--- config.mk ---
export PLATFORM = sky130hd
export DESIGN_NAME = battle_engine_flat
export DESIGN_NICKNAME = d
export VERILOG_FILES = /design/src/rtl/battle_engine_if.sv /design/src/rtl/battle_engine.sv /design/src/flat_wrapper.sv
export SDC_FILE = /design/constraint.sdc
export NUM_CORES = 1
export LEC_CHECK = 0
export BUFFER_PORTS_ARGS = -buffer_cell sky130_fd_sc_hd__buf_2
export CAP_MARGIN = 20
export CORE_MARGIN = 2
export CORE_UTILIZATION = 30
export CTS_CLUSTER_SIZE = 30
export DETAILED_ROUTE_END_ITERATION = 10
export GPL_ROUTABILITY_DRIVEN = 0
export RECOVER_POWER = 50
export SETUP_SLACK_MARGIN = 0.02
export SYNTH_ARGS = -nofsm -noshare
export SYNTH_HDL_FRONTEND = slang
export SYNTH_SLANG_ARGS = --single-unit
--- constraint.sdc ---
create_clock -name Clk -period 6.28 [get_ports Clk]
set_input_delay 0.314 -clock Clk [delete_from_list [all_inputs] [get_ports Clk]]
set_output_delay 0.314 -clock Clk [all_outputs]
set_load 0.02 [all_outputs]
--- src/rtl/battle_engine_if.sv ---
// battle_engine_if: game-side signal bundle for battle_engine (team data, keys, damage handshake, status).
interface battle_engine_if #(
    parameter int TEAM_SIZE = 3,
    parameter int HP_W      = 8,
    parameter int ID_W      = 3
) ();
    localparam int IDX_W = $clog2(TEAM_SIZE);
    logic                      start;
    logic [7:0]                keycode;
    logic [TEAM_SIZE*ID_W-1:0] player_ids;
    logic [TEAM_SIZE*ID_W-1:0] enemy_ids;
    logic [TEAM_SIZE*HP_W-1:0] player_maxhp;
    logic [TEAM_SIZE*HP_W-1:0] enemy_maxhp;
    logic [7:0]                player_speed;
    logic [7:0]                enemy_speed;
    logic                      dmg_req;
    logic                      dmg_is_player;
    logic                      dmg_valid;
    logic [HP_W-1:0]           dmg_value;
    logic [1:0]                move_index;
    logic [IDX_W-1:0]          my_cur;
    logic [IDX_W-1:0]          opp_cur;
    logic [ID_W-1:0]           cur_player_id;
    logic [ID_W-1:0]           cur_enemy_id;
    logic [HP_W-1:0]           player_hp_cur;
    logic [HP_W-1:0]           enemy_hp_cur;
    logic [7:0]                turn_count;
    logic                      busy;
    logic                      end_battle;
    logic                      result;
    modport master (
        output start, keycode, player_ids, enemy_ids, player_maxhp, enemy_maxhp,
               player_speed, enemy_speed, dmg_valid, dmg_value,
        input  dmg_req, dmg_is_player, move_index, my_cur, opp_cur, cur_player_id,
               cur_enemy_id, player_hp_cur, enemy_hp_cur, turn_count, busy, end_battle, result
    );
    modport slave (
        input  start, keycode, player_ids, enemy_ids, player_maxhp, enemy_maxhp,
               player_speed, enemy_speed, dmg_valid, dmg_value,
        output dmg_req, dmg_is_player, move_index, my_cur, opp_cur, cur_player_id,
               cur_enemy_id, player_hp_cur, enemy_hp_cur, turn_count, busy, end_battle, result
    );
endinterface

--- src/rtl/battle_engine.sv ---
// battle_engine: turn-based battle controller with external damage handshake and auto-switching.
// Optional BATTLE_TIMEOUT_EN: Select_Move idle timeout acts as ENTER after TIMEOUT_CYCLES.
module battle_engine #(
    parameter int          TEAM_SIZE      = 3,
    parameter int          HP_W           = 8,
    parameter int          ID_W           = 3,
    parameter logic [23:0] TIMEOUT_CYCLES = 24'd12_500_000
) (
    input logic            Clk,
    input logic            Reset_n,
    battle_engine_if.slave bus
);
    localparam int IDX_W = $clog2(TEAM_SIZE);
    localparam logic [7:0] K_W = 8'h1A, K_A = 8'h04, K_S = 8'h16, K_D = 8'h07, K_ENTER = 8'h28;

    typedef enum logic [3:0] {
        S_IDLE, S_LOAD, S_SEL, S_ORDER, S_ATTACK, S_SHOW, S_FAINT, S_WIN, S_LOSE
    } state_t;

    state_t           r_state, w_next;
    logic [HP_W-1:0]  r_hp_p [TEAM_SIZE];
    logic [HP_W-1:0]  r_hp_e [TEAM_SIZE];
    logic [ID_W-1:0]  r_id_p [TEAM_SIZE];
    logic [ID_W-1:0]  r_id_e [TEAM_SIZE];
    logic [IDX_W-1:0] r_my_cur, r_opp_cur, w_my_nxt, w_opp_nxt;
    logic [1:0]       r_move, w_move_nxt;
    logic [7:0]       r_turn, r_prev_key;
    logic             r_result, r_atk_player, r_pending;
    logic             w_ev, w_enter, w_go, w_p_alive, w_e_alive;
    logic [HP_W-1:0]  w_def_hp, w_def_hp_hit;

    // Held keys generate a single event: compare against last cycle's keycode.
    assign w_ev         = (bus.keycode != 8'h00) && (bus.keycode != r_prev_key);
    assign w_enter      = w_ev && (bus.keycode == K_ENTER);
    assign w_def_hp     = r_atk_player ? r_hp_e[r_opp_cur] : r_hp_p[r_my_cur];
    assign w_def_hp_hit = (bus.dmg_value >= w_def_hp) ? '0 : w_def_hp - bus.dmg_value;
    assign w_move_nxt   = !w_ev                                  ? r_move :
                          (bus.keycode == K_W &&  r_move[1])     ? r_move - 2'd2 :
                          (bus.keycode == K_S && !r_move[1])     ? r_move + 2'd2 :
                          (bus.keycode == K_A &&  r_move[0])     ? r_move - 2'd1 :
                          (bus.keycode == K_D && !r_move[0])     ? r_move + 2'd1 : r_move;

`ifdef BATTLE_TIMEOUT_EN
    logic [23:0] r_tmo;
    always_ff @(posedge Clk or negedge Reset_n) begin
        if (!Reset_n)
            r_tmo <= '0;
        else
            r_tmo <= (r_state != S_SEL || w_ev) ? '0 : r_tmo + 24'd1;
    end
    assign w_go = w_enter || (r_state == S_SEL && r_tmo == TIMEOUT_CYCLES - 24'd1);
`else
    assign w_go = w_enter;
`endif

    // Descending scan so the lowest living slot above the current one wins.
    always_comb begin
        w_my_nxt  = r_my_cur;
        w_opp_nxt = r_opp_cur;
        w_p_alive = 1'b0;
        w_e_alive = 1'b0;
        for (int i = TEAM_SIZE - 1; i >= 0; i--) begin
            if (r_hp_p[i] != '0) begin
                w_p_alive = 1'b1;
                if (IDX_W'(i) > r_my_cur && r_hp_p[r_my_cur] == '0) w_my_nxt = IDX_W'(i);
            end
            if (r_hp_e[i] != '0) begin
                w_e_alive = 1'b1;
                if (IDX_W'(i) > r_opp_cur && r_hp_e[r_opp_cur] == '0) w_opp_nxt = IDX_W'(i);
            end
        end
    end

    always_ff @(posedge Clk or negedge Reset_n) begin
        if (!Reset_n)
            r_state <= S_IDLE;
        else
            r_state <= w_next;
    end

    always_comb begin
        w_next = r_state;
        case (r_state)
            S_IDLE:   w_next = bus.start ? S_LOAD : S_IDLE;
            S_LOAD:   w_next = S_SEL;
            S_SEL:    w_next = w_go ? S_ORDER : S_SEL;
            S_ORDER:  w_next = S_ATTACK;
            S_ATTACK: w_next = bus.dmg_valid ? S_SHOW : S_ATTACK;
            S_SHOW:   w_next = !w_enter ? S_SHOW :
                               (w_def_hp == '0 || !r_pending) ? S_FAINT : S_ATTACK;
            S_FAINT:  w_next = !w_e_alive ? S_WIN : !w_p_alive ? S_LOSE : S_SEL;
            default:  w_next = S_IDLE;
        endcase
    end

    always_comb begin
        bus.dmg_req       = r_state == S_ATTACK;
        bus.dmg_is_player = r_atk_player;
        bus.busy          = r_state != S_IDLE;
        bus.end_battle    = r_state == S_WIN || r_state == S_LOSE;
        bus.move_index    = r_move;
        bus.my_cur        = r_my_cur;
        bus.opp_cur       = r_opp_cur;
        bus.cur_player_id = r_id_p[r_my_cur];
        bus.cur_enemy_id  = r_id_e[r_opp_cur];
        bus.player_hp_cur = r_hp_p[r_my_cur];
        bus.enemy_hp_cur  = r_hp_e[r_opp_cur];
        bus.turn_count    = r_turn;
        bus.result        = r_result;
    end

    always_ff @(posedge Clk or negedge Reset_n) begin
        if (!Reset_n) begin
            for (int i = 0; i < TEAM_SIZE; i++) begin
                r_hp_p[i] <= '0;
                r_hp_e[i] <= '0;
                r_id_p[i] <= '0;
                r_id_e[i] <= '0;
            end
            r_my_cur     <= '0;
            r_opp_cur    <= '0;
            r_move       <= '0;
            r_turn       <= '0;
            r_prev_key   <= 8'h00;
            r_result     <= 1'b0;
            r_atk_player <= 1'b0;
            r_pending    <= 1'b0;
        end else begin
            r_prev_key <= bus.keycode;
            case (r_state)
                S_LOAD: begin
                    for (int i = 0; i < TEAM_SIZE; i++) begin
                        r_hp_p[i] <= bus.player_maxhp[i*HP_W +: HP_W];
                        r_hp_e[i] <= bus.enemy_maxhp[i*HP_W +: HP_W];
                        r_id_p[i] <= bus.player_ids[i*ID_W +: ID_W];
                        r_id_e[i] <= bus.enemy_ids[i*ID_W +: ID_W];
                    end
                    r_my_cur  <= '0;
                    r_opp_cur <= '0;
                    r_move    <= '0;
                    r_turn    <= '0;
                    r_result  <= 1'b0;
                end
                S_SEL: r_move <= w_move_nxt;
                S_ORDER: begin
                    r_atk_player <= bus.player_speed > bus.enemy_speed;
                    r_pending    <= 1'b1;
                end
                S_ATTACK: begin
                    if (bus.dmg_valid && r_atk_player) r_hp_e[r_opp_cur] <= w_def_hp_hit;
                    if (bus.dmg_valid && !r_atk_player) r_hp_p[r_my_cur] <= w_def_hp_hit;
                end
                S_SHOW: begin
                    if (w_enter && w_def_hp != '0 && r_pending) begin
                        r_atk_player <= ~r_atk_player;
                        r_pending    <= 1'b0;
                    end
                end
                S_FAINT: begin
                    r_my_cur  <= w_my_nxt;
                    r_opp_cur <= w_opp_nxt;
                    if (!w_e_alive) r_result <= 1'b1;
                    if (w_e_alive && w_p_alive && r_turn != 8'hFF) r_turn <= r_turn + 8'd1;
                end
                default: ;
            endcase
        end
    end
endmodule

--- src/flat_wrapper.sv ---
// flat-port wrapper written by rule: the top's interface ports become plain ports
module battle_engine_flat 
#(
    parameter int          TEAM_SIZE      = 3,
    parameter int          HP_W           = 8,
    parameter int          ID_W           = 3,
    parameter logic [23:0] TIMEOUT_CYCLES = 24'd12_500_000
)
  (Clk, Reset_n, bus_start, bus_keycode, bus_player_ids, bus_enemy_ids, bus_player_maxhp, bus_enemy_maxhp, bus_player_speed, bus_enemy_speed, bus_dmg_valid, bus_dmg_value, bus_dmg_req, bus_dmg_is_player, bus_move_index, bus_my_cur, bus_opp_cur, bus_cur_player_id, bus_cur_enemy_id, bus_player_hp_cur, bus_enemy_hp_cur, bus_turn_count, bus_busy, bus_end_battle, bus_result);
  battle_engine_if #(.TEAM_SIZE(TEAM_SIZE), .HP_W(HP_W), .ID_W(ID_W)) bus_i ();
  input logic Clk;
  input logic Reset_n;
  input wire logic [$bits(bus_i.start)-1:0] bus_start;
  input wire logic [$bits(bus_i.keycode)-1:0] bus_keycode;
  input wire logic [$bits(bus_i.player_ids)-1:0] bus_player_ids;
  input wire logic [$bits(bus_i.enemy_ids)-1:0] bus_enemy_ids;
  input wire logic [$bits(bus_i.player_maxhp)-1:0] bus_player_maxhp;
  input wire logic [$bits(bus_i.enemy_maxhp)-1:0] bus_enemy_maxhp;
  input wire logic [$bits(bus_i.player_speed)-1:0] bus_player_speed;
  input wire logic [$bits(bus_i.enemy_speed)-1:0] bus_enemy_speed;
  input wire logic [$bits(bus_i.dmg_valid)-1:0] bus_dmg_valid;
  input wire logic [$bits(bus_i.dmg_value)-1:0] bus_dmg_value;
  output wire logic [$bits(bus_i.dmg_req)-1:0] bus_dmg_req;
  output wire logic [$bits(bus_i.dmg_is_player)-1:0] bus_dmg_is_player;
  output wire logic [$bits(bus_i.move_index)-1:0] bus_move_index;
  output wire logic [$bits(bus_i.my_cur)-1:0] bus_my_cur;
  output wire logic [$bits(bus_i.opp_cur)-1:0] bus_opp_cur;
  output wire logic [$bits(bus_i.cur_player_id)-1:0] bus_cur_player_id;
  output wire logic [$bits(bus_i.cur_enemy_id)-1:0] bus_cur_enemy_id;
  output wire logic [$bits(bus_i.player_hp_cur)-1:0] bus_player_hp_cur;
  output wire logic [$bits(bus_i.enemy_hp_cur)-1:0] bus_enemy_hp_cur;
  output wire logic [$bits(bus_i.turn_count)-1:0] bus_turn_count;
  output wire logic [$bits(bus_i.busy)-1:0] bus_busy;
  output wire logic [$bits(bus_i.end_battle)-1:0] bus_end_battle;
  output wire logic [$bits(bus_i.result)-1:0] bus_result;
  assign bus_i.start = bus_start;
  assign bus_i.keycode = bus_keycode;
  assign bus_i.player_ids = bus_player_ids;
  assign bus_i.enemy_ids = bus_enemy_ids;
  assign bus_i.player_maxhp = bus_player_maxhp;
  assign bus_i.enemy_maxhp = bus_enemy_maxhp;
  assign bus_i.player_speed = bus_player_speed;
  assign bus_i.enemy_speed = bus_enemy_speed;
  assign bus_i.dmg_valid = bus_dmg_valid;
  assign bus_i.dmg_value = bus_dmg_value;
  assign bus_dmg_req = bus_i.dmg_req;
  assign bus_dmg_is_player = bus_i.dmg_is_player;
  assign bus_move_index = bus_i.move_index;
  assign bus_my_cur = bus_i.my_cur;
  assign bus_opp_cur = bus_i.opp_cur;
  assign bus_cur_player_id = bus_i.cur_player_id;
  assign bus_cur_enemy_id = bus_i.cur_enemy_id;
  assign bus_player_hp_cur = bus_i.player_hp_cur;
  assign bus_enemy_hp_cur = bus_i.enemy_hp_cur;
  assign bus_turn_count = bus_i.turn_count;
  assign bus_busy = bus_i.busy;
  assign bus_end_battle = bus_i.end_battle;
  assign bus_result = bus_i.result;
  battle_engine #(.TEAM_SIZE(TEAM_SIZE), .HP_W(HP_W), .ID_W(ID_W), .TIMEOUT_CYCLES(TIMEOUT_CYCLES)) u_core (.Clk(Clk), .Reset_n(Reset_n), .bus(bus_i));
endmodule
==> summary.md <==
| Metric | Value |
|---|---|
| Status | finished, violations left |
| Violated checks | capacitance limit, slew limit |
| Die area | 21,100 µm² |
| Critical path required time | 6.56 ns |
| P per Cell Area | 496 nW/µm² |
| Post-synth cell types | 60 |
| DR pass1 iterations | 5 |
| Critical Path Fanout Max | 24 |
| Cell Rows | 51 |
| Hold path cells | 1 |
| I/O pins | 143 |
| Peak supply drop | 0.197 mV |
| Initial Utilization | 30.6% |
| Vias in the first global route | 5,621 |
| Post-synth EDFFs | 0 |
| Ys Warns | 0 |
| Max clock buf depth | 2 |
| Synth Flop Type | dfrtp_1 |
| Ys async rst share | 100% |
| Initial DRC count | 602 |
| Reg2reg start | u_core.bus.my_cur[0] |
| Finished Layout Cells | 1,096 |
| Clk pin slew, worst setup/hold paths | 0.07 ns |
| Flop2flop setup slack | 1.83 ns |
| Syn Nets | 819 |
| Clock Latency Late Sink | 0.35 ns |
| Area delta synth->final | 22.1% |
| Initial antenna violation count | 0 |
| Final hold slack | 0.147 ns |
| Area of the multi-input gates | 3350 µm² |
| Leakage | 3.20 nW |
| Die Ht | 145 µm |
| Mean Syn Cell Area | 8.57 µm² |
| Max-cap violation count | 2 |
| Post-Route WL | 20,100 µm |
| Detailed Place HPWL | 15,200 µm |
| F_max | 225 MHz |
| Crit end category | flop |
| Final Setup Violations | 0 |
| First-pass GRT wire length | 31,500 µm |
| Post-route ant nets | 0 |
| Largest net degree at the start of global routing | 67 |
| CTS buffer count | 9 |
| Cells after DPL | 1,079 |
| Final WS setup | 1.83 ns |
| Die width | 145 µm |
| Cell count after synthesis | 698 |
| CP Class | reg2reg |
| DR WL/cell | 18.4 µm |
| Reg-to-reg critical path endpoint | u_core.r_hp_e[3] |
| Slew headroom | -13.7% |
| Slew Viols, Final | 98 |
| RSZ-0062 raised after global routing | false |
| CTS tree | yes |
| CP Data Arrival Time | 4.73 ns |
| Clock sink total | 95 |
| Nets | 947 |
| Fin crit share | 70.8% |
| Hold Path Sink | u_core.r_prev_key[7] |
| Worst hold path type | in2reg |
| Setup Skew | 0.0105 ns |
| H-tree level count | 3 |
| Inserted Diodes | 0 |
| Overflow after GRT | 0 |
| Root Driver | clkbuf_16 |
| Hold Violations, Final | 0 |
| Final Critical Period | 4.45 ns |
| Worst Max-Slew Pin Slew | 1.71 ns |
| Vias per inst | 5.29 |
| Setup TNS Final | 0 ns |
| Total GRT Usage | 18.9% |
| Port bufs | 142 |
| Post-route DRC | 0 |
| Worst slack, placed | 1.95 ns |
| Post-synthesis register bit count | 95 |
| Post-Syn Area | 5980 µm² |
| Register area share after synthesis | 39.7% |
| Storage element area | 2380 µm² |
| Post-CTS Setup Bufs | 0 |
| Via Count | 5,795 |
| Share of layout cells above drive strength 1 | 18.9% |
| Startpoint types | flop |
| Core area | 19,500 µm² |
| Cells on worst reg2reg path | 13 |
| Hold Crit Start | bus_keycode[7] |
| Fillers | 2,065 |
| Util after Layout | 37.4% |
## how the worst max path moves through the flow
stage,startpoint,to,cells past startpoint
final,u_core.bus.my_cur[0],u_core.r_hp_e[3],13
after global routing,u_core.bus.my_cur[0],u_core.r_hp_p[21],10
after CTS,u_core.bus.my_cur[0],u_core.r_hp_e[3],13
after detailed placement,u_core.bus.my_cur[0],u_core.r_hp_e[3],13
after global placement,u_core.bus.my_cur[0],u_core.r_hp_e[3],13
after floorplan,u_core.bus.opp_cur[1],u_core.r_hp_e[0],15
## logic make-up after synthesis
logic type / synth area share (%)
compound gates: 21.8
xor+xnor: 2.49
fa+ha+maj: 4.10
buf+inv: 4.31
flops: 39.7
mux: 4.75
simple gates: 22.8
## flip-flops by register name (all words and copies together) (netlist names)
name and count:
u_core.r_id_e 9, u_core.r_hp_p 24, u_core.bus.dmg_is_player 1, u_core.r_state 4, u_core.bus.turn_count 8, u_core.bus.move_index 2
u_core.r_id_p 9, u_core.bus.opp_cur 2, u_core.r_prev_key 8, u_core.r_pending 1, u_core.r_hp_e 24, u_core.bus.result 1
u_core.bus.my_cur 2
## placed cells by master (no fill, tap or decap), drive strengths merged, types with 11 or more instances in the layout
| master | n |
|---|---|
| inv | 28 |
| nand2b | 11 |
| nor2 | 61 |
| nor4 | 16 |
| mux2i | 25 |
| ha | 18 |
| dfrtp | 95 |
| nor3 | 15 |
| o21a | 13 |
| o21ai | 50 |
| clkbuf | 37 |
| xnor2 | 17 |
| nand4 | 13 |
| a21oi | 34 |
| a22oi | 25 |
| nand2 | 111 |
| buf | 125 |
## layout make-up
type / instances / area share (%)
inverter: 29 / 1.51
clock buffer: 11 / 3.46
clock inverter: 5 / 1.75
sequential: 95 / 32.5
multi-input combinational: 539 / 45.9
timing repair buffer: 152 / 10.3
tap: 265 / 4.54
## per-layer routing
metal | wire length (µm) | global-route usage [%] | part of all wire [%] | vias up
li1 | - | - | - | 2799
met1 | 9080 | 26.7 | 45 | 2733
met2 | 9000 | 28.5 | 45 | 228
met3 | 1480 | 3.27 | 7.3 | 35
met4 | 575 | 7.79 | 2.9 | 0
met5 | 0 | 0 | 0 | -
## worst max-delay path: stages, from the launching register on
cell and delay (ns):
dfrtp_1 0.81, nor2b_1 0.85, o2bb2ai_1 0.29, mux2i_1 0.13, ha_1 0.23, inv_1 0.07, fa_1 0.21, a21o_1 0.13
a21oi_1 0.11, o221a_2 0.33, nor4_2 0.75, buf_4 0.25, a22oi_1 0.06, o21ai_1 0.15
## synth_stat cells, types with 7 or more instances
| cell type | number | share of area, % |
|---|---|---|
| mux2i_1 | 25 | 4.2 |
| o311ai_1 | 7 | 1.0 |
| a21oi_1 | 32 | 2.7 |
| o2bb2ai_1 | 9 | 1.3 |
| o21a_1 | 13 | 1.6 |
| nand3_1 | 8 | 0.67 |
| o211ai_1 | 9 | 1.1 |
| inv_1 | 28 | 1.8 |
| ha_1 | 18 | 3.8 |
| dfrtp_1 | 95 | 40 |
| xnor2_1 | 17 | 2.5 |
| and3_1 | 9 | 0.94 |
| a21o_1 | 8 | 1.0 |
| nand4_1 | 13 | 1.4 |
| nor3_1 | 15 | 1.3 |
| nand2b_1 | 10 | 1.0 |
| nand2_1 | 110 | 6.9 |
| o21ai_1 | 26 | 2.2 |
| a32oi_1 | 8 | 1.2 |
| nor4_1 | 15 | 1.6 |
| clkbuf_1 | 18 | 1.1 |
| nor2_1 | 61 | 3.8 |
| buf_2 | 10 | 0.84 |
| o21ai_0 | 22 | 1.8 |
| a22oi_1 | 25 | 3.1 |
| nor2b_1 | 9 | 0.94 |
| nand3b_1 | 9 | 1.1 |
## report_power, final
part	switching (mW)	internal (mW)	total (mW)
Sequential	0.236	0.849	1.08
Clock	0.236	0.451	0.687
Combinational	1.22	0.634	1.85
Total	1.69	1.93	3.62
## what timing repair did
item                                   CTS  global route
resized for setup                        0             0
hold buffers                             1             0
endpoints found under the hold margin   29             0
## through the flow
stage / instance area (µm²) / power (mW)
after global placement: 6950 / 2.91
after detailed placement: 6950 / 2.91
after floorplan: 5980 / 2.25
after global routing: 7300 / 3.86
after CTS: 7340 / 3.61
final: 7300 / 3.62
Power figures use the tool's default switching activity.
